==> src/rtl/artyz7_led_pattern.sv <==
`timescale 1ns/1ps
// artyz7_led_pattern: push-button driven LED pattern generator.
// A debounced button press steps the mode OFF -> COUNT -> SHIFT -> BLINK -> OFF;
// a free-running prescaler produces the pattern tick.
// Optional feature macro: ARTYZ7_LED_PATTERN_DEBOUNCE_EN enables the
// debounce counter on the synchronized button level.
module artyz7_led_pattern #(
  parameter int num_leds        = 4,
  parameter int tick_period     = 12500000,
  parameter int debounce_cycles = 1250000
) (
  input  logic                ext_clk,
  input  logic                ext_reset_n,
  input  logic                button,
  input  logic                enable,
  output logic [0:num_leds-1] led,
  output logic [1:0]          mode,
  output logic                tick
);

  localparam int              PW        = $clog2(tick_period);
  localparam logic [PW-1:0]   TICK_LAST = PW'(tick_period - 1);

  typedef enum logic [1:0] {
    M_OFF   = 2'd0,
    M_COUNT = 2'd1,
    M_SHIFT = 2'd2,
    M_BLINK = 2'd3
  } mode_e;

  // Reject parameter values outside the supported range at elaboration.
  if (num_leds < 1 || num_leds > 32 || tick_period < 2 || debounce_cycles < 1) begin : g_bad_params
    $error("artyz7_led_pattern: illegal parameter value");
  end

  logic                sync1_q, sync2_q;
  logic                db_level;
  logic                db_prev_q;
  logic                press;
  logic [PW-1:0]       presc_q;
  logic                tick_q;
  mode_e               mode_q;
  logic [0:num_leds-1] pattern_q;

  // Next mode in the fixed press cycle.
  function automatic mode_e next_mode(input mode_e m);
    mode_e n;
    n = M_OFF;
    case (m)
      M_OFF:   n = M_COUNT;
      M_COUNT: n = M_SHIFT;
      M_SHIFT: n = M_BLINK;
      default: n = M_OFF;
    endcase
    return n;
  endfunction

  // Pattern loaded on entry to a mode; index 0 is the leftmost/MSB LED.
  function automatic logic [0:num_leds-1] init_pattern(input mode_e m);
    logic [0:num_leds-1] v;
    v = '0;
    case (m)
      M_SHIFT: v[0] = 1'b1;
      M_BLINK: v = '1;
      default: v = '0;
    endcase
    return v;
  endfunction

  // Pattern advance applied once per tick.
  function automatic logic [0:num_leds-1] step_pattern(input mode_e m,
                                                       input logic [0:num_leds-1] p);
    logic [0:num_leds-1] v;
    v = '0;
    case (m)
      M_COUNT: v = p + num_leds'(1);
      M_SHIFT: v = (p >> 1) | (p << (num_leds - 1));
      M_BLINK: v = ~p;
      default: v = '0;
    endcase
    return v;
  endfunction

  // Two-flop synchronizer for the asynchronous push-button.
  always_ff @(posedge ext_clk or negedge ext_reset_n) begin
    if (!ext_reset_n) begin
      sync1_q <= 1'b0;
      sync2_q <= 1'b0;
    end else begin
      sync1_q <= button;
      sync2_q <= sync1_q;
    end
  end

`ifdef ARTYZ7_LED_PATTERN_DEBOUNCE_EN
  localparam int            DW      = (debounce_cycles > 1) ? $clog2(debounce_cycles) : 1;
  localparam logic [DW-1:0] DB_LAST = DW'(debounce_cycles - 1);

  logic          db_level_q;
  logic [DW-1:0] db_cnt_q;

  // Accept a new level only after it disagrees for debounce_cycles cycles in a row.
  always_ff @(posedge ext_clk or negedge ext_reset_n) begin
    if (!ext_reset_n) begin
      db_level_q <= 1'b0;
      db_cnt_q   <= '0;
    end else if (sync2_q == db_level_q) begin
      db_cnt_q <= '0;
    end else if (db_cnt_q == DB_LAST) begin
      db_level_q <= sync2_q;
      db_cnt_q   <= '0;
    end else begin
      db_cnt_q <= db_cnt_q + DW'(1);
    end
  end

  assign db_level = db_level_q;
`else
  assign db_level = sync2_q;
`endif

  // Remember the previous debounced level for rising-edge detection.
  always_ff @(posedge ext_clk or negedge ext_reset_n) begin
    if (!ext_reset_n) db_prev_q <= 1'b0;
    else              db_prev_q <= db_level;
  end

  assign press = db_level & ~db_prev_q;

  // Prescaler: wraps at tick_period-1 while enabled and flags one tick cycle.
  always_ff @(posedge ext_clk or negedge ext_reset_n) begin
    if (!ext_reset_n) begin
      presc_q <= '0;
      tick_q  <= 1'b0;
    end else begin
      tick_q <= 1'b0;
      if (enable) begin
        if (presc_q == TICK_LAST) begin
          presc_q <= '0;
          tick_q  <= 1'b1;
        end else begin
          presc_q <= presc_q + PW'(1);
        end
      end
    end
  end

  // Mode FSM and pattern register; a press outranks a coincident tick.
  always_ff @(posedge ext_clk or negedge ext_reset_n) begin
    if (!ext_reset_n) begin
      mode_q    <= M_OFF;
      pattern_q <= '0;
    end else if (press) begin
      mode_q    <= next_mode(mode_q);
      pattern_q <= init_pattern(next_mode(mode_q));
    end else if (tick_q) begin
      pattern_q <= step_pattern(mode_q, pattern_q);
    end
  end

  assign led  = pattern_q;
  assign mode = mode_q;
  assign tick = tick_q;

endmodule

==> config.mk <==
export PLATFORM = sky130hd
export DESIGN_NAME = artyz7_led_pattern
export DESIGN_NICKNAME = d
export VERILOG_FILES = /design/src/rtl/artyz7_led_pattern.sv
export SDC_FILE = /design/constraint.sdc
export NUM_CORES = 1
export LEC_CHECK = 0
export BUFFER_PORTS_ARGS = -buffer_cell sky130_fd_sc_hd__buf_2
export CORE_UTILIZATION = 25
export DETAILED_ROUTE_END_ITERATION = 12
export PLACE_DENSITY = 0.44
export SYNTH_ARGS = -nofsm -noshare
export SYNTH_HDL_FRONTEND = slang
export SYNTH_SLANG_ARGS = --single-unit
==> constraint.sdc <==
create_clock -name ext_clk -period 3.3 [get_ports ext_clk]
set_clock_uncertainty 0.2 [all_clocks]
set_input_delay 0.165 -clock ext_clk [delete_from_list [all_inputs] [get_ports ext_clk]]
set_output_delay 0.165 -clock ext_clk [all_outputs]
set_load 0.01 [all_outputs]
# ---- Yosys cells after proc, flatten, opt, wreduce, memory -nomap -nowiden
# Index checks and enable logic that the tools add are counted.
dict set report word_totals {
  out_inout_bits 7
  register_bits 34
  input_bits 4
  wordCells 32
}
dict set report classes {
  bitwise 4
  n_eq_ne 6
  add_sub_neg 2
  n_reduce_logical 3
  n_mux 10
}
# operator n
set op_table {}
lappend op_table {{24-bit by 1-bit adder with 24-bit output, second input constant} 1}
lappend op_table {{24-bit equality test, second input constant} 1}
lappend op_table {{24-bit two-way mux} 1}
lappend op_table {{4-bit case mux with 3 select lines} 1}
lappend op_table {{2-bit equality test, second input constant} 4}
lappend op_table {{4-bit two-way mux} 2}
lappend op_table {{2-bit case mux with 3 select lines} 1}
lappend op_table {{4-bit by 1-bit adder with 4-bit output, second input constant} 1}
lappend op_table {{4-bit inverter} 1}
lappend op_table {{3-bit by 4-bit OR with 4-bit output} 1}
lappend op_table {{1-bit two-way mux} 3}
lappend op_table {{3-bit two-way mux} 1}
lappend op_table {{2-bit by 1-bit equality test with 1-bit output, second input constant} 1}
lappend op_table {{2-bit logical NOT} 1}
lappend op_table {{2-bit two-way mux} 1}
lappend op_table {{2-bit nonzero test} 1}
lappend op_table {{2-bit OR reduction} 1}
lappend op_table {{1-bit bitwise AND} 1}
lappend op_table {{1-bit inverter} 1}

# ---- Logic depth before layout (Yosys ltp)
# Gate-level depths: netlist of run 1.
dict set report depth {
  ltp_word 7
  ltp_mapped 6
}

# ---- Worst setup path after synthesis of run 1
# OpenSTA, ideal clock, no wires.
dict set report synth_path {
  kind {register to register}
  from {reg presc_q[14]}
  to {reg presc_q[11]}
  slack_ns 1.622
  required_ns 2.967
  arrival_time_ns 1.345
  setup_time_ns 0.133
  period_less_slack_ns 1.678
  path_stages_with_launch 5
  path_buffers 0
  cell_sequence {dfrtp_1 -> nor4b_2 -> nand4_2 -> nor3_4 -> nor2_1}
}
dict set report synth_between {
  elab_chain_len 2
}
# element line_no
set synth_rtl {}
lappend synth_rtl {{start: declaration} 40} ;# logic [PW-1:0] presc_q;
lappend synth_rtl {{start signal: assignment} 142} ;# presc_q <= presc_q + PW'(1);
lappend synth_rtl {{24-bit equality test} 138} ;# if (presc_q == TICK_LAST) begin
lappend synth_rtl {{24-bit two-way mux} 138}
# Every way passes these cells.
# A chain may end at the register's enable or synchronous reset.

# ---- Worst setup path after layout of run 1
dict set report layout_path {
  from {reg presc_q[14]}
  to {reg presc_q[15]}
}
dict set report layout_between {
  elab_chain_len 2
  word_cells_on_any_way 3
  classes_between {add/sub (1); eq/ne (1); mux (1)}
}
# element line_no
set layout_rtl {}
lappend layout_rtl {{24-bit by 1-bit adder with 24-bit output / 24-bit equality test (equally long branches)} {142, 138}}
lappend layout_rtl {{24-bit two-way mux *} 138}
# Mark *: on every way between the ends. The rest lies on a longest branch, timed or not.

==> reports/results.ini, run 1 <==
[yosys]
synth_cell_types = 45
avgSynthCellArea_um2 = 10.1
synth_warnings = 0
yosysTopAreaCell = dfrtp_1
synth.net_count = 197
syn-cell-area_um2 = 1870
synthCells = 186
ys_seq_elements = 34
netlist_top_cells_area = dfrtp_1 45%, ha_1 4.7%, xnor2_1 4.2%
synth_top_cell_area_share_pct = 45.4
synth_edf_count = 0
ys.flop_type = dfrtp_1
synthArstFlopShare_pct = 100
seq_area_frac_synth_pct = 45.4

[clock_tree]
cts.clk_slew.worst_paths_ns = 0.07
cts_root_buf = clkbuf_8
cts_buffer_depth = 2
numCtsBuffers = 5
h-tree-depth = 2
cts_tree = built
clk_latency_ns = 0.29
cts.sinks = 34
cts_setup_buffers = 0

[timing]
maxSlewViolCount = 0
setup_tns_ns = 0
period_minus_slack_ns = 1.97
setup_viol = 0
final.period_utilization_pct = 59.6
final-hold-violation-count = 0
slew_headroom_pct = 47.9
grt_setup_unrepaired = no
worst_slew_pin_slew_ns = 0.782
fmax_mhz = 508

[grt]
grt_max_degree = 35
grt_pass1_vias = 1411
overflow = 0
grt_use_total_pct = 11.9
grt_pass1_wl_mm = 7.00
antenna_found_initial = 0

[worst_hold_path]
hold_class = in2reg

[setup_path]
crit_fanout = 10
startpoint_type = register
arrival_ns = 1.92
setup.worst_path.end_class = register
path_class = reg2reg
cp.required_ns = 3.25

[finish]
final_cells = 301
fin_nets = 212
fin_util_pct = 29.7
final_area_um2 = 2150
diodes = 0
drive_gt1_share_pct = 16.3
syn2layout_area_growth_pct = 14.8

[place]
dpl_cell_area_um2 = 2020
globalplace.congestion = 0.777
hpwl_mm = 2.81
port-buffer-count = 10
dp.cells = 291

[route]
wire_per_inst_um = 13.1
first_iter_violations = 87
drc = 0
drt_first_pass_iters = 4
drt-total-wl_mm = 3.94
drt-vias-per-instance = 4.74
ant_nets = 0
num_vias = 1427

[pwr]
ir_worst_vdd_v = 0.000192
power-per-cell-area_nw_per_um2 = 577
power.total_mw = 1.24
leakagePower_nw = 0.908

[floorplanning]
rows = 31
die_area_um2 = 7850
die_w_um = 88.6
ioPinCount = 11
coreArea_um2 = 7250
die_y_um = 88.6
start_util_pct = 25.8

[job]
cap_viol_max_count = 0

[outcome]
status = completed

-- Yosys cell counts (5+ instances only) --
library cell / number
nand4_1: 7
nor2_1: 10
xnor2_1: 9
o21ai_0: 6
ha_1: 7
nand2_1: 13
o31ai_1: 5
nand3_1: 10
a21oi_1: 15
inv_1: 7
nor2b_1: 5
dfrtp_1: 34
-- path summary, 6_finish.rpt --
kind                              from     endpoint  slack, ns  cells after the start
min in group asynchronous  ext_reset_n  presc_q[15]       0.29                      2
max                        presc_q[14]  presc_q[15]       1.33                      4
min                             enable   presc_q[1]       0.06                      2
max reg2reg                presc_q[14]  presc_q[15]       1.33                      4
min reg2reg                    sync1_q     db_level       0.15                      0
max in group asynchronous  ext_reset_n   presc_q[8]       2.11                      2
-- flip-flops by register name, summed over array words and instances (netlist names) --
name,cells
db_level,1
db_prev_q,1
led,4
mode,2
presc_q,24
tick,1
sync1_q,1
-- logic make-up after synthesis --
kind of cell             after synthesis  synth area share [%]
adder cells (fa/ha/maj)                7                  4.67
AND/OR/NAND/NOR                       80                  27.8
multiplexers                           2                  1.13
flip-flops                            34                  45.4
buffers and inverters                 12                  3.00
XOR/XNOR                              12                  5.61
AO/OA/AOI/OAI                         39                  12.4
-- critical path: stages (launching register included) --
cell	delay [ns]
dfrtp_1	0.45
nor4b_2	0.33
nand4_2	0.25
nor3_4	0.50
a21oi_1	0.09
-- placed cells by master (no fill, tap or decap), types with 6 or more instances in the layout --
cell / synthesis / routed
a21oi_1: 15 / 15
buf_2: 0 / 10
dfrtp_1: 34 / 34
ha_1: 7 / 7
inv_1: 7 / 7
nand2_1: 13 / 13
nand3_1: 10 / 10
nand4_1: 7 / 7
nor2_1: 10 / 10
o21ai_0: 6 / 6
xnor2_1: 9 / 9
-- per-stage QoR --
step	hold slack (ns)	setup WS, ns
6_report	0.0570	1.33
5_1_grt	0.0603	1.15
4_1_cts	0.0474	1.33
3_5_place_dp	0.0783	1.34
3_3_place_gp	0.0767	1.31
2_1_floorplan	-0.331	1.62
-- metal layers --
metal	vias up	wire length [um]	GRT usage (%)
met1	680	2050	16.6
met2	26	1670	16.8
met4	0	83	5.72
met5	-	0	0
li1	713	-	-
met3	8	135	3.36
-- layout make-up --
cell class / count / area, um^2
inverters: 8 / 30.0
repair buffers: 12 / 70.1
clock inverters: 3 / 40.0
flip-flops and latches: 34 / 851
clock buffers: 5 / 68.8
well taps: 99 / 124
fillers: 782 / 5100
multi-input cells: 140 / 967
-- timing repair --
| action | in CTS | in global routing |
|---|---|---|
| resized for setup | 0 | 0 |
| endpoints found under the setup margin | 0 | 0 |
| hold endpoints to repair | 35 | 0 |
| hold buffers | 2 | 0 |
-- power breakdown --
group          leakage [nW]  switching, mW  internal, mW
combinational         0.423          0.151         0.140
clock                0.0579          0.156         0.222
sequential            0.428         0.0926         0.478
total                 0.908          0.400         0.841
Note: power is estimated with default switching activity, not from simulation.
==> inputs of run 2 (changes only) <==
Settings changed: PLACE_DENSITY 0.44 to 0.45.
Clock period 3.3 ns to 1.7 ns, I/O delays scaled along.
==> run 2 against run 1 <==
Fmax grew 16%; clock power rose by 99%; global-route usage rose by 1.3 points; clock-buffer cell count stayed put; combinational power grew to 2.9 times the previous value; via count rose by 12%; critical path depth up 1; final cell count up 14%; first-iteration DRC count is 15% lower.
==> reports/results.ini, run 2 (synthesized netlist as in run 1, its figures left out) <==
[outcome]
status = completed

[place]
port-buffer-count = 10
hpwl_mm = 3.22
globalplace.congestion = 0.796
dp_slack_ns = -0.0881
dpl_cell_area_um2 = 2270

[timing]
setup_tns_ns = 0
fmax_mhz = 589
final.period_utilization_pct = 99.9
final-hold-violation-count = 0
slew_headroom_pct = 73.5
grt_setup_unrepaired = yes
period_minus_slack_ns = 1.70
maxSlewViolCount = 0
worst_slew_pin_slew_ns = 0.398
setup_viol = 0
layout_setup_ws_ns = 0.00137

[floorplanning]
rows = 31
start_util_pct = 25.8
coreArea_um2 = 7250
die_y_um = 88.6
die_w_um = 88.6
ioPinCount = 11
die_area_um2 = 7850

[finish]
syn2layout_area_growth_pct = 37.2
final_area_um2 = 2570
num-fill-cells = 743
fin_nets = 255
final_common_cell = buf_4
drive_gt1_share_pct = 37.6
fin_util_pct = 35.4
regMostFlops = presc_q
diodes = 0
seq_area_um2 = 855
largest_register_ffs = 24
multi_input_area_um2 = 1040
final_cell_mix = 40 x buf_4, 31 x dfrtp_1, 14 x a21oi_1

[pwr]
power-per-cell-area_nw_per_um2 = 1040
leakagePower_nw = 1.13
ir_worst_vdd_v = 0.000344

[setup_path]
slowest_delay_ns = 0.38
path_delay_family = simple AND/OR/NAND/NOR gates
arrival_ns = 1.72
cp.required_ns = 1.72
path_class = reg2reg
path_cells = ha_2 > and4_4 > nand4_1 > or3_1 > a21oi_2
setup.worst_path.end_class = register
startpoint_type = register
crit_slowest_cell = dfrtp_1
crit_fanout = 4
path_buf_inv = 0

[clock_tree]
cts.clk_slew.worst_paths_ns = 0.07
clk_latency_ns = 0.29
cts_tree = built
numCtsBuffers = 5
cts_root_buf = clkbuf_8
cts_buffer_depth = 2
cts.sinks = 34
h-tree-depth = 2

[grt]
grt_max_degree = 21
grt_pass1_vias = 1624
grt_use_total_pct = 13.2
antenna_found_initial = 0
grt_pass1_wl_mm = 7.73
overflow = 0

[route]
ant_nets = 0
wire_per_inst_um = 13.2
drt-vias-per-instance = 4.64
drt-total-wl_mm = 4.52
drc = 0
drt_first_pass_iters = 4
first_iter_violations = 74
num_vias = 1596

[job]
cap_viol_max_count = 0

[worst_hold_path]
hold_class = in2async

-- run 2: path summary, 6_finish.rpt --
| check | depth (start not counted) | slack [ns] | start | endpoint |
|---|---|---|---|---|
| min in group ext_clk | 4 | 0.06 | enable | presc_q[5] |
| max | 5 | 0.001 | presc_q[1] | presc_q[18] |
| max in group asynchronous | 3 | 0.80 | ext_reset_n | led[3] |
| min | 2 | 0.05 | ext_reset_n | presc_q[0] |
| max reg2reg | 5 | 0.001 | presc_q[1] | presc_q[18] |
| min reg2reg | 0 | 0.16 | sync1_q | db_level |
-- run 2: area by class of cell --
type                       instances  area share (%)
clock inverter                     3            1.75
timing repair buffer              54            16.0
inverter                           8            1.17
clock buffer                       5            2.68
tap                               99            4.82
multi-input combinational        141            40.4
sequential                        34            33.2
-- run 2: per-layer routing --
metal	up-vias	wire length [um]	track usage, %
met5	-	0	0
met3	2	135	3.36
met2	20	2160	21.3
li1	802	-	-
met1	772	2190	17.2
met4	0	29	4.40
-- run 2: report_power, final --
group          internal (mW)  switching [mW]  leakage (nW)
registers              0.934           0.144         0.425
logic                  0.443           0.397         0.651
clock network          0.436           0.319        0.0504
-- run 2: stage by stage --
stage	hold slack [ns]	power [mW]	instances
after floorplan	-0.411	1.50	186
after global placement	-0.164	1.79	323
after detailed placement	-0.161	1.80	323
after CTS	0.0480	2.66	341
after global routing	0.0584	2.85	344
final	0.0475	2.67	344
-- run 2: what timing repair did --
item | 4_1_cts | 5_1_grt
hold buffers | 2 | 0
cloned | 1 | 0
hold endpoints to repair | 35 | 0
setup buffers | 8 | 3
setup endpoints to repair | 12 | 22
resized for setup | 6 | 13
pin swaps | 6 | 5
==> inputs of run 3 (changes only) <==
Settings changed: ABC_AREA set to 1.
==> run 3 against run 2 <==
Sequential share of layout area increased by 0.44 points; worst setup slack improved by 0.098 ns; routed wire length fell by 3.2%; flip-flop and latch count stayed put; largest power group unchanged.
==> reports/results.ini, run 3 <==
[place]
port-buffer-count = 10
globalplace.congestion = 0.773
dp_slack_ns = -0.0183
hpwl_mm = 3.29

[outcome]
status = completed

[timing]
final-hold-violation-count = 0
setup_viol = 0
grt_setup_unrepaired = yes
worst_slew_pin_slew_ns = 0.452
hold_ws_ns = 0.150
fmax_mhz = 625
maxSlewViolCount = 0
slew_headroom_pct = 69.8
setup_tns_ns = 0
layout_setup_ws_ns = 0.0989
period_minus_slack_ns = 1.60
final.period_utilization_pct = 94.2

[yosys]
synth_warnings = 0
synth.net_count = 267
yosysTopAreaCell = dfrtp_1
synth_cell_types = 31
avgSynthCellArea_um2 = 7.90
seq_area_frac_synth_pct = 42.1
synthCells = 256
ys.flop_type = dfrtp_1
synthAdderAreaFrac_pct = 4.33
synth_compound_area_share_pct = 5.75
netlist_top_cells_area = dfrtp_1 42%, nand2_1 11%, nor2_1 6.9%
synth_top_cell_area_share_pct = 42.1
synthSimpleGateAreaFrac_pct = 37.2
synth_edf_count = 0
ys_top_cells_by_count = 58 x nand2_1, 37 x nor2_1, 36 x inv_1, 34 x dfrtp_1, 16 x nand3_1
synth-xor-area-share_pct = 3.46
ys_seq_elements = 34
muxShareOfSynthArea_pct = 0
synth_top_family_by_area = simple AND/OR/NAND/NOR gates
synthArstFlopShare_pct = 100
syn-cell-area_um2 = 2020
yosysMostFrequentCell = nand2_1

[route]
ant_nets = 0
first_iter_violations = 57
num_vias = 1668
drt-total-wl_mm = 4.38
wire_per_inst_um = 11.1
drt_first_pass_iters = 4
drc = 0
drt-vias-per-instance = 4.24

[finish]
regMostFlops = presc_q
drive_gt1_share_pct = 22.7
final_common_cell = nand2_1
fin_nets = 301
num-fill-cells = 837
diodes = 0
largest_register_ffs = 24
syn2layout_area_growth_pct = 25.0
final_cell_mix = 58 x nand2_1, 37 x nor2_1, 36 x inv_1

[grt]
grt_pass1_wl_mm = 7.85
overflow = 0
grt_pass1_vias = 1700
antenna_found_initial = 0
grt_max_degree = 35
grt_use_total_pct = 11.8

[worst_hold_path]
hold_class = reg2reg
whs_path_depth = 0

[clock_tree]
cts_root_buf = clkbuf_8
cts_tree = built
cts.clk_slew.worst_paths_ns = 0.07
cts.sinks = 34
h-tree-depth = 2
numCtsBuffers = 5
cts_buffer_depth = 2
clk_latency_ns = 0.29

[setup_path]
worstRegToRegCells = 5
crit_path_end = led[1]
startpoint_type = register
rr_startpoint = mode[0]
crit_fanout = 4
cp.required_ns = 1.67
r2r_slack_ns = 0.1
arrival_ns = 1.57
r2r-end = led[1]
crit_start = mode[0]
path_class = reg2reg
setup.worst_path.end_class = register

[floorplanning]
die_y_um = 92.0
ioPinCount = 11
die_area_um2 = 8460
rows = 32
die_w_um = 92.0
start_util_pct = 26.0
coreArea_um2 = 7770

[pwr]
power.total_mw = 2.51
power-per-cell-area_nw_per_um2 = 991
ir_worst_vdd_v = 0.000264
leakagePower_nw = 1.33

[job]
cap_viol_max_count = 0

-- run 3: cell types whose count changed after synthesis, sizes merged, moves of 5 or more --
cell   before  now
a21oi      16    4
nand2      13   63
nor3        3   11
xnor2       9    1
nor2       10   47
and3        6    0
nand3      11   21
nor2b       5    0
nand4       9    3
inv         8   37
o31ai       5    0
and4        6    0
-- run 3: through the flow --
stage          area [um^2]  utilization [%]  cells
2_1_floorplan         2020                -    256
3_3_place_gp          2290             29.5    380
3_5_place_dp          2290             29.5    380
4_1_cts               2450             31.5    392
5_1_grt               2530             32.6    393
6_report              2530             32.6    393
-- run 3: final cells by class --
class	count	area [um^2]	area share [%]
tap	102	128	5.04
inverter	37	139	5.49
multi-input combinational	184	1100	43.6
clock buffer	8	110	4.35
sequential	34	852	33.7
timing repair buffer	28	198	7.81
-- run 3: timing repair --
action / in CTS / in global routing
gates resized for setup: 1 / 15
hold buffers: 4 / 0
pin swaps: 0 / 2
buffers inserted: 0 / 1
setup endpoints to repair: 8 / 16
endpoints found under the hold margin: 37 / 0
-- run 3: metal layers --
layer | GRT usage (%) | part of all wire, % | vias up
met2 | 19.5 | 45 | 15
li1 | - | - | 879
met1 | 15.4 | 51 | 769
met5 | 0 | 0 | -
met4 | 3.13 | 1.0 | 0
met3 | 2.74 | 2.4 | 5
-- run 3: how the worst min path moves through the flow --
stage | start | end | slack, ns
floorplan | ext_reset_n | db_level | -0.41
global placement | ext_reset_n | presc_q[13] | -0.05
detailed placement | ext_reset_n | presc_q[13] | -0.04
CTS | sync1_q | db_level | 0.15
global route | sync1_q | db_level | 0.17
finish | sync1_q | db_level | 0.15
-- run 3: where the power goes --
| part | switching, mW | total (mW) | internal (mW) |
|---|---|---|---|
| Combinational | 0.384 | 0.712 | 0.328 |
| Clock | 0.302 | 0.711 | 0.409 |
| Sequential | 0.148 | 1.08 | 0.936 |
-- run 3: cells by family (layout without fill, tap and decap cells) --
group | Yosys count | count (layout)
simple gates | 150 | 150
buf+inv | 38 | 73
flops | 34 | 34
compound gates | 19 | 19
xor+xnor | 8 | 8
fa+ha+maj | 7 | 7
-- run 3: worst max-delay path, stage by stage (launching register included) --
cell and delay [ns]:
dfrtp_1 0.40, buf_4 0.14, ha_1 0.23, a22oi_1 0.16
a21oi_1 0.08, or2_2 0.27
